--- config.mk ---
export PLATFORM = sky130hd
export DESIGN_NAME = mips_16_boot_ctrl_flat
export DESIGN_NICKNAME = d
export VERILOG_FILES = /design/src/rtl/mips_16_boot_ctrl_pkg.sv /design/src/rtl/mips_16_boot_ctrl_if.sv /design/src/rtl/mips_16_boot_ctrl.sv /design/src/flat_wrapper.sv
export SDC_FILE = /design/constraint.sdc
export NUM_CORES = 1
export LEC_CHECK = 0
export ABC_CLOCK_PERIOD_IN_PS = 2000
export CORE_UTILIZATION = 49
export CTS_BUF_LIST = sky130_fd_sc_hd__clkbuf_2 sky130_fd_sc_hd__clkbuf_4 sky130_fd_sc_hd__clkbuf_8
export DETAILED_ROUTE_END_ITERATION = 16
export GPL_ROUTABILITY_DRIVEN = 1
export PLACE_DENSITY = 0.83
export SLEW_MARGIN = 30
export SYNTH_ARGS = -nofsm -noshare
export SYNTH_HDL_FRONTEND = slang
export SYNTH_SLANG_ARGS = --single-unit
--- constraint.sdc ---
create_clock -name clk -period 2 [get_ports clk]
set_input_delay 0.2 -clock clk [delete_from_list [all_inputs] [get_ports clk]]
set_output_delay 0.2 -clock clk [all_outputs]
set_load 0.02 [all_outputs]
--- src/rtl/mips_16_boot_ctrl_pkg.sv ---
// Shared definitions for the mips_16 boot/debug sequencer: host command codes,
// header field helpers and FSM state encoding.
package mips_16_boot_ctrl_pkg;

  typedef enum logic [3:0] {
    CmdLoadImem = 4'd1,
    CmdLoadDmem = 4'd2,
    CmdRun      = 4'd3,
    CmdHalt     = 4'd4,
    CmdClearRf  = 4'd5
  } boot_cmd_e;

  typedef enum logic [2:0] {
    StIdle,
    StAddr,
    StData,
    StClear,
    StRun
  } boot_state_e;

  localparam int unsigned HdrCmdLsb = 12;
  localparam int unsigned HdrLenW   = 12;

  function automatic logic [3:0] hdr_cmd(input logic [15:0] w);
    return w[15:HdrCmdLsb];
  endfunction

  function automatic logic [HdrLenW-1:0] hdr_len(input logic [15:0] w);
    return w[HdrLenW-1:0];
  endfunction

  function automatic logic cmd_legal(input logic [3:0] c);
    return (c >= CmdLoadImem) && (c <= CmdClearRf);
  endfunction

endpackage

--- src/rtl/mips_16_boot_ctrl_if.sv ---
// Host word stream into the boot sequencer: valid/ready handshake with a 16-bit payload.
interface mips_16_boot_ctrl_if;
  logic        valid;
  logic        ready;
  logic [15:0] data;

  modport master (output valid, output data, input ready);
  modport slave  (input valid, input data, output ready);
endinterface

--- src/rtl/mips_16_boot_ctrl.sv ---
// Boot/debug sequencer: holds the core in reset, loads IMEM/DMEM, clears the RF
// from a host word stream, and releases the core on RUN until HALT.
module mips_16_boot_ctrl
  import mips_16_boot_ctrl_pkg::*;
#(
  parameter int unsigned PC_WIDTH = 8,
  parameter int unsigned DMEM_AW  = 8,
  parameter int unsigned REG_NUM  = 8
) (
  input  logic                      clk,
  input  logic                      rst,
  mips_16_boot_ctrl_if.slave        host,
  output logic                      core_rst,
  output logic                      imem_write_en,
  output logic [PC_WIDTH-1:0]       imem_write_addr,
  output logic [15:0]               imem_write_data,
  output logic                      mem_sel,
  output logic                      dmem_write_en,
  output logic [15:0]               dmem_addr,
  output logic [15:0]               dmem_write_data,
  output logic                      rf_write_en,
  output logic [2:0]                rf_write_dest,
  output logic                      running,
  output logic                      cmd_err
);

  localparam int unsigned AddrW = (PC_WIDTH > DMEM_AW) ? PC_WIDTH : DMEM_AW;
  localparam int unsigned ClrW  = (REG_NUM > 1) ? $clog2(REG_NUM) : 1;
  localparam logic [AddrW-1:0] ImemMask = AddrW'((64'd1 << PC_WIDTH) - 64'd1);
  localparam logic [AddrW-1:0] DmemMask = AddrW'((64'd1 << DMEM_AW) - 64'd1);
  localparam logic [ClrW-1:0]  ClrLast  = ClrW'(REG_NUM - 1);

  boot_state_e        state_q, state_d;
  logic               dsel_q, dsel_d;
  logic [HdrLenW-1:0] cnt_q, cnt_d;
  logic [AddrW-1:0]   addr_q, addr_d;
  logic [ClrW-1:0]    clr_q, clr_d;
  logic               imem_we_q, imem_we_d;
  logic               dmem_we_q, dmem_we_d;
  logic [AddrW-1:0]   wr_addr_q, wr_addr_d;
  logic [15:0]        wr_data_q, wr_data_d;
  logic               cmd_err_q, cmd_err_d;

  logic             beat;
  logic [3:0]       cmd;
  logic [AddrW-1:0] wrap_mask;

  assign beat      = host.valid & host.ready;
  assign cmd       = hdr_cmd(host.data);
  assign wrap_mask = dsel_q ? DmemMask : ImemMask;

  always_ff @(posedge clk) begin
    if (rst) begin
      state_q <= StIdle;
    end else begin
      state_q <= state_d;
    end
  end

  always_comb begin
    state_d = state_q;
    unique case (state_q)
      StIdle: begin
        if (beat) begin
          case (cmd)
            CmdLoadImem, CmdLoadDmem: state_d = StAddr;
            CmdClearRf:               state_d = StClear;
            CmdRun:                   state_d = StRun;
            default:                  state_d = StIdle;
          endcase
        end
      end
      StAddr:  if (beat) state_d = (cnt_q != '0) ? StData : StIdle;
      StData:  if (beat && cnt_q == HdrLenW'(1)) state_d = StIdle;
      StClear: if (clr_q == ClrLast) state_d = StIdle;
      StRun:   if (beat && cmd == CmdHalt) state_d = StIdle;
      default: state_d = StIdle;
    endcase
  end

  always_comb begin
    core_rst      = 1'b1;
    mem_sel       = 1'b1;
    running       = 1'b0;
    host.ready    = 1'b1;
    rf_write_en   = 1'b0;
    rf_write_dest = '0;
    unique case (state_q)
      StClear: begin
        host.ready    = 1'b0;
        rf_write_en   = 1'b1;
        rf_write_dest = 3'(clr_q);
      end
      StRun: begin
        core_rst = 1'b0;
        mem_sel  = 1'b0;
        running  = 1'b1;
      end
      default: ;
    endcase
  end

  // Datapath: counters plus the registered write port (one cycle behind the beat).
  always_comb begin
    dsel_d    = dsel_q;
    cnt_d     = cnt_q;
    addr_d    = addr_q;
    clr_d     = '0;
    imem_we_d = 1'b0;
    dmem_we_d = 1'b0;
    wr_addr_d = wr_addr_q;
    wr_data_d = wr_data_q;
    cmd_err_d = 1'b0;
    unique case (state_q)
      StIdle: begin
        if (beat) begin
          dsel_d    = (cmd == CmdLoadDmem);
          cnt_d     = hdr_len(host.data);
          cmd_err_d = ~cmd_legal(cmd);
        end
      end
      StAddr: if (beat) addr_d = host.data[AddrW-1:0] & wrap_mask;
      StData: begin
        if (beat) begin
          imem_we_d = ~dsel_q;
          dmem_we_d = dsel_q;
          wr_addr_d = addr_q;
          wr_data_d = host.data;
          addr_d    = (addr_q + AddrW'(1)) & wrap_mask;
          cnt_d     = cnt_q - HdrLenW'(1);
        end
      end
      StClear: clr_d = clr_q + ClrW'(1);
      StRun:   if (beat && cmd != CmdHalt) cmd_err_d = 1'b1;
      default: ;
    endcase
  end

  always_ff @(posedge clk) begin
    if (rst) begin
      dsel_q    <= 1'b0;
      cnt_q     <= '0;
      addr_q    <= '0;
      clr_q     <= '0;
      imem_we_q <= 1'b0;
      dmem_we_q <= 1'b0;
      wr_addr_q <= '0;
      wr_data_q <= '0;
      cmd_err_q <= 1'b0;
    end else begin
      dsel_q    <= dsel_d;
      cnt_q     <= cnt_d;
      addr_q    <= addr_d;
      clr_q     <= clr_d;
      imem_we_q <= imem_we_d;
      dmem_we_q <= dmem_we_d;
      wr_addr_q <= wr_addr_d;
      wr_data_q <= wr_data_d;
      cmd_err_q <= cmd_err_d;
    end
  end

  assign imem_write_en   = imem_we_q;
  assign imem_write_addr = wr_addr_q[PC_WIDTH-1:0];
  assign imem_write_data = wr_data_q;
  assign dmem_write_en   = dmem_we_q;
  assign dmem_addr       = 16'(wr_addr_q[DMEM_AW-1:0]);
  assign dmem_write_data = wr_data_q;
  assign cmd_err         = cmd_err_q;

endmodule
--- src/flat_wrapper.sv ---
// flat-port wrapper written by rule: the top's interface ports become plain ports
module mips_16_boot_ctrl_flat import mips_16_boot_ctrl_pkg::*;
#(
  parameter int unsigned PC_WIDTH = 8,
  parameter int unsigned DMEM_AW  = 8,
  parameter int unsigned REG_NUM  = 8
)
  (clk, rst, core_rst, imem_write_en, imem_write_addr, imem_write_data, mem_sel, dmem_write_en, dmem_addr, dmem_write_data, rf_write_en, rf_write_dest, running, cmd_err, host_valid, host_data, host_ready);
  mips_16_boot_ctrl_if host_i ();
  input  logic clk;
  input  logic rst;
  output logic core_rst;
  output logic imem_write_en;
  output logic [PC_WIDTH-1:0] imem_write_addr;
  output logic [15:0] imem_write_data;
  output logic mem_sel;
  output logic dmem_write_en;
  output logic [15:0] dmem_addr;
  output logic [15:0] dmem_write_data;
  output logic rf_write_en;
  output logic [2:0] rf_write_dest;
  output logic running;
  output logic cmd_err;
  input wire logic [$bits(host_i.valid)-1:0] host_valid;
  input wire logic [$bits(host_i.data)-1:0] host_data;
  output wire logic [$bits(host_i.ready)-1:0] host_ready;
  assign host_i.valid = host_valid;
  assign host_i.data = host_data;
  assign host_ready = host_i.ready;
  mips_16_boot_ctrl #(.PC_WIDTH(PC_WIDTH), .DMEM_AW(DMEM_AW), .REG_NUM(REG_NUM)) u_core (.clk(clk), .rst(rst), .host(host_i), .core_rst(core_rst), .imem_write_en(imem_write_en), .imem_write_addr(imem_write_addr), .imem_write_data(imem_write_data), .mem_sel(mem_sel), .dmem_write_en(dmem_write_en), .dmem_addr(dmem_addr), .dmem_write_data(dmem_write_data), .rf_write_en(rf_write_en), .rf_write_dest(rf_write_dest), .running(running), .cmd_err(cmd_err));
endmodule
# Yosys cells after proc, flatten, opt, wreduce, memory -nomap -nowiden
# Index checks and enable logic that the tools add are counted.
[classes]
bitwise = 6
n_eq_ne = 18
n_lt_le_gt_ge = 2
n_mux = 22
n_addsub = 3
reduce_logical = 16
[ops]
columns = ["op", "n"]
rows = [
  ["12-bit 2-to-1 mux", 2],
  ["12-bit case mux with 2 select lines", 1],
  ["3-bit 2-to-1 mux", 6],
  ["8-bit 2-to-1 mux", 2],
  ["8-bit case mux with 2 select lines", 1],
  ["3-bit case mux with 5 select lines", 1],
  ["12-bit by 1-bit equality test with 1-bit output, second input constant", 1],
  ["2-bit by 1-bit inequality test with 1-bit output, second input constant", 6],
  ["12-bit nonzero test", 1],
  ["12-bit by 1-bit subtractor with 12-bit output, second input constant", 1],
  ["3-bit case mux with 3 select lines", 1],
  ["8-bit by 1-bit adder with 8-bit output, second input constant", 1],
  ["4-bit by 2-bit equality test with 1-bit output, second input constant", 2],
  ["4-bit by 3-bit equality test with 1-bit output, second input constant", 2],
  ["3-bit by 2-bit equality test with 1-bit output, second input constant", 2],
  ["3-bit equality test, second input constant", 2],
  ["1-bit 2-to-1 mux", 6],
  ["3-bit AND reduction", 2],
  ["1-bit NOT", 5],
  ["5-bit AND reduction", 1],
  ["4-bit by 1-bit equality test with 1-bit output, second input constant", 1],
  ["4-bit by 1-bit >= comparator with 1-bit output, second input constant", 1],
  ["4-bit by 3-bit <= comparator with 1-bit output, second input constant", 1],
  ["1-bit logical AND", 4],
  ["11 further kinds", 14],
]
[word_totals]
reg_bits = 54
in_bits = 19

# Longest topological paths before layout
[logic_depth]
depth_word = 6
mapped_depth = 8

# Worst setup path after synthesis
# OpenSTA, ideal clock, no wires.
[synth_timing]
path_kind = "reg-to-reg"
startpoint = "reg u_core.cnt_q[4]"
endpoint = "reg u_core.cnt_q[11]"
required_ps = 1909
n_path_buf = 0
stages_incl_launch_ff = 6
setup_ps = 91
arrival_time_ps = 1658
path_slack_ps = 251
path_cell_list = "dfxtp_1 > or4_4 > or3_4 > nor3_2 > nor3_1 > a311oi_1"
[synth_between]
elab_chain_len = 3
[synth_lines]
columns = ["item", "line_no", "rtl"]
rows = [
  ["start, declared", "mips_16_boot_ctrl.sv:35", "logic [HdrLenW-1:0] cnt_q, cnt_d;"],
  ["start signal, assigned", "mips_16_boot_ctrl.sv:152", "cnt_q <= cnt_d;"],
  ["12-bit by 1-bit subtractor with 12-bit output", "mips_16_boot_ctrl.sv:130", "cnt_d = cnt_q - HdrLenW'(1);"],
  ["12-bit 2-to-1 mux", "mips_16_boot_ctrl.sv:124", "if (beat) begin"],
  ["12-bit case mux with 2 select lines", "mips_16_boot_ctrl.sv:114", "unique case (state_q)"],
]
# Every way passes these cells. The select of a mux whose other input is x is not followed.
# A chain may end at the register's enable or synchronous reset.

# Worst setup path in the final report
[layout_timing]
startpoint = "reg u_core.state_q[1]"
endpoint = "out rf_write_dest[1]"
[layout_between]
elab_chain_len = 2
[layout_lines]
columns = ["item", "line_no", "rtl"]
rows = [
  ["start, declared", "mips_16_boot_ctrl.sv:33", "boot_state_e state_q, state_d;"],
  ["start signal, assigned", "mips_16_boot_ctrl.sv:54", "state_q <= StIdle;"],
  ["start signal, assigned", "mips_16_boot_ctrl.sv:56", "state_q <= state_d;"],
  ["3-bit by 2-bit equality test with 1-bit output", "mips_16_boot_ctrl.sv:88", "unique case (state_q)"],
  ["3-bit 2-to-1 mux", "mips_16_boot_ctrl.sv:88", ""],
  ["end, declared", "flat_wrapper.sv:21", "output logic [2:0] rf_write_dest;"],
]
# Every way passes these cells.

==> impl_metrics.json <==
{
  "status": "finished, final reports clean",
  "groute.usage.overall_pct": 22.7,
  "crit_family": "buffers and inverters",
  "cp-end-kind": "primary output",
  "start_util_pct": 51.3,
  "yosys.area.top_type_share_pct": 38.0,
  "clock-sinks": 54,
  "ir_drop_mv": 0.326,
  "leakage_nw": 1.36,
  "slew_viol_final": 0,
  "worst-path-buf-inv": 1,
  "setup_viol": 0,
  "dr.pass1.iters": 4,
  "synth.distinct_cells": 50,
  "clock-root-buffer": "clkbuf_8",
  "synth_commonest_cells": "70 x nand2_1, 54 x dfxtp_1, 41 x a21oi_1",
  "worstPathMaxFanout": 8,
  "htreeDepth": 2,
  "antenna_found_initial": 0,
  "finalPower_mw": 2.32,
  "worst_slew_pin_slew_ns": 0.675,
  "synth_top_cell_by_area": "dfxtp_1",
  "netlist_area_um2": 2840,
  "place_congestion": 0.883,
  "synth_edf_count": 0,
  "ctsResizeCount": 2,
  "crit_slowest_cell": "clkdlybuf4s50_1",
  "num-nets-final": 443,
  "fin_skew_ns": 0.00603,
  "floorplan.rows": 27,
  "grt_max_degree": 37,
  "max_slew_margin_pct": 55.0,
  "grt_pass1_vias": 2412,
  "synth_most_common_cell": "nand2_1",
  "vias": 2699,
  "via_per_inst": 5.50,
  "drtIter0Drc": 147,
  "synthToLayoutAreaGrowth_pct": 27.3,
  "worstSkewPairLatency_ns": 0.31,
  "drc": 0,
  "post-cts-setup-buffers": 0,
  "drive_gt1_share_pct": 9.55,
  "boundaryPins": 86,
  "fin_crit_sh_pct": 96.4,
  "worstPathCellList": "nand2_1 -> nor2_4 -> and2_1 -> clkdlybuf4s50_1",
  "cts.path.max_buffers": 2,
  "clock.fmax_mhz": 518,
  "powerDensity_nw_per_um2": 642,
  "gr-total-overflow": 0,
  "startpoint_type": "flop",
  "wl_per_cell_um": 13.7,
  "crit_path_max_incr_delay_ns": 0.61,
  "timing.hold.ws_ns": 0.418,
  "cts_tree": "built",
  "fin_crit_ns": 1.93,
  "syn_area_per_cell_um2": 7.79,
  "fp.dieH_um": 78.2,
  "portBuffers": 77,
  "die_w_um": 78.2,
  "crit_required_ns": 1.80,
  "core_region_area_um2": 5540,
  "hold_violations": 0,
  "syn_inst": 365,
  "grt_pass1_wl_um": 11100,
  "cts_hold_buf": 0,
  "ys_seq_elements": 54,
  "async_flop_share_pct": 0,
  "path_clk_slew_ns": 0.09,
  "dp_hpwl_um": 5020,
  "synth_flop_cell": "dfxtp_1",
  "final_cell_area_um2": 3620,
  "synth_area_leaders": "dfxtp_1 38%, nand2_1 9.2%, buf_4 8.7%",
  "hold_class": "in -> reg",
  "maxCapViolations": 0,
  "dieArea_um2": 6110,
  "antenna_left": 0,
  "placed_cell_area_um2": 3500,
  "yosys_warnings": 0,
  "critPathKind": "reg -> out",
  "arrival_ns": 1.73,
  "nFillCells": 483,
  "antenna_cells": 0,
  "yosysSeqAreaShare_pct": 38.0,
  "wl_um": 6730,
  "cts_made_buffers": 5
}
-- stage by stage --
step	setup TNS (ns)	instances	setup WS [ns]	utilization, %
floorplan	0	372	0.251	-
global placement	0	483	0.143	63.1
detailed placement	0	483	0.124	63.1
CTS	0	491	0.0283	64.8
global route	-0.0308	491	-0.0308	65.3
finish	0	491	0.0712	65.3
-- final cells by class --
| type | instances | area (um^2) | share of cell area (%) |
|---|---|---|---|
| Multi-Input combinational cell | 257 | 1420 | 39.2 |
| Clock buffer | 7 | 90.1 | 2.49 |
| Tap cell | 72 | 90.1 | 2.49 |
| Clock inverter | 1 | 5.00 | 0.138 |
| Sequential cell | 54 | 1080 | 29.9 |
| Inverter | 7 | 26.3 | 0.726 |
| Timing Repair Buffer | 93 | 907 | 25.1 |
-- per-layer routing --
layer | wire [um] | GRT usage, % | vias to the layer above
li1 | - | - | 1332
met1 | 3030 | 29.4 | 1262
met2 | 3220 | 37.2 | 93
met3 | 356 | 4.42 | 12
met4 | 124 | 8.70 | 0
met5 | 0 | 0 | -
-- power breakdown --
group	switching, mW	total, mW	leakage [nW]	internal (mW)
sequential	0.0564	1.18	0.440	1.13
clock	0.339	0.633	0.0517	0.293
combinational	0.285	0.509	0.868	0.225
total	0.680	2.32	1.36	1.64
-- state kept, by name, summed over array words and instances (netlist names) --
| register | count |
|---|---|
| u_core.dmem_write_data | 16 |
| u_core.cnt_q | 12 |
| u_core.addr_q | 8 |
| u_core.imem_write_addr | 8 |
| u_core.clr_q | 3 |
| u_core.state_q | 3 |
| u_core.cmd_err | 1 |
| u_core.dmem_write_en | 1 |
| u_core.dsel_q | 1 |
| u_core.imem_write_en | 1 |
-- worst paths after layout --
kind              depth (start not counted)              start  slack (ns)          endpoint
hold / removal                            2                rst        0.42   u_core.cnt_q[3]
hold reg to reg                           1    u_core.clr_q[0]        0.46   u_core.clr_q[0]
setup reg to reg                          5    u_core.cnt_q[4]        0.11  u_core.cnt_q[11]
setup / recovery                          4  u_core.state_q[1]        0.07  rf_write_dest[1]
-- cell families after synthesis --
group | Yosys count | share of synthesized area (%)
compound gates | 86 | 18.6
xor+xnor | 1 | 0.308
fa+ha+maj | 6 | 2.64
buf+inv | 61 | 13.8
flops | 54 | 38.0
other cells | 1 | 0.132
simple gates | 156 | 26.5
-- layout by cell type (no fill, tap or decap), types with 4 or more instances in the layout --
master	count
ha_1	6
nor3_1	12
o31ai_1	5
clkdlybuf4s50_1	71
inv_1	7
dlymetal6s2s_1	4
o21ai_0	13
nand2_1	70
buf_4	15
a22oi_1	4
and2_1	5
clkbuf_8	6
a211oi_1	5
conb_1	8
nor2_1	30
a21oi_1	41
dfxtp_1	53
(Power assumes the default switching activity.)
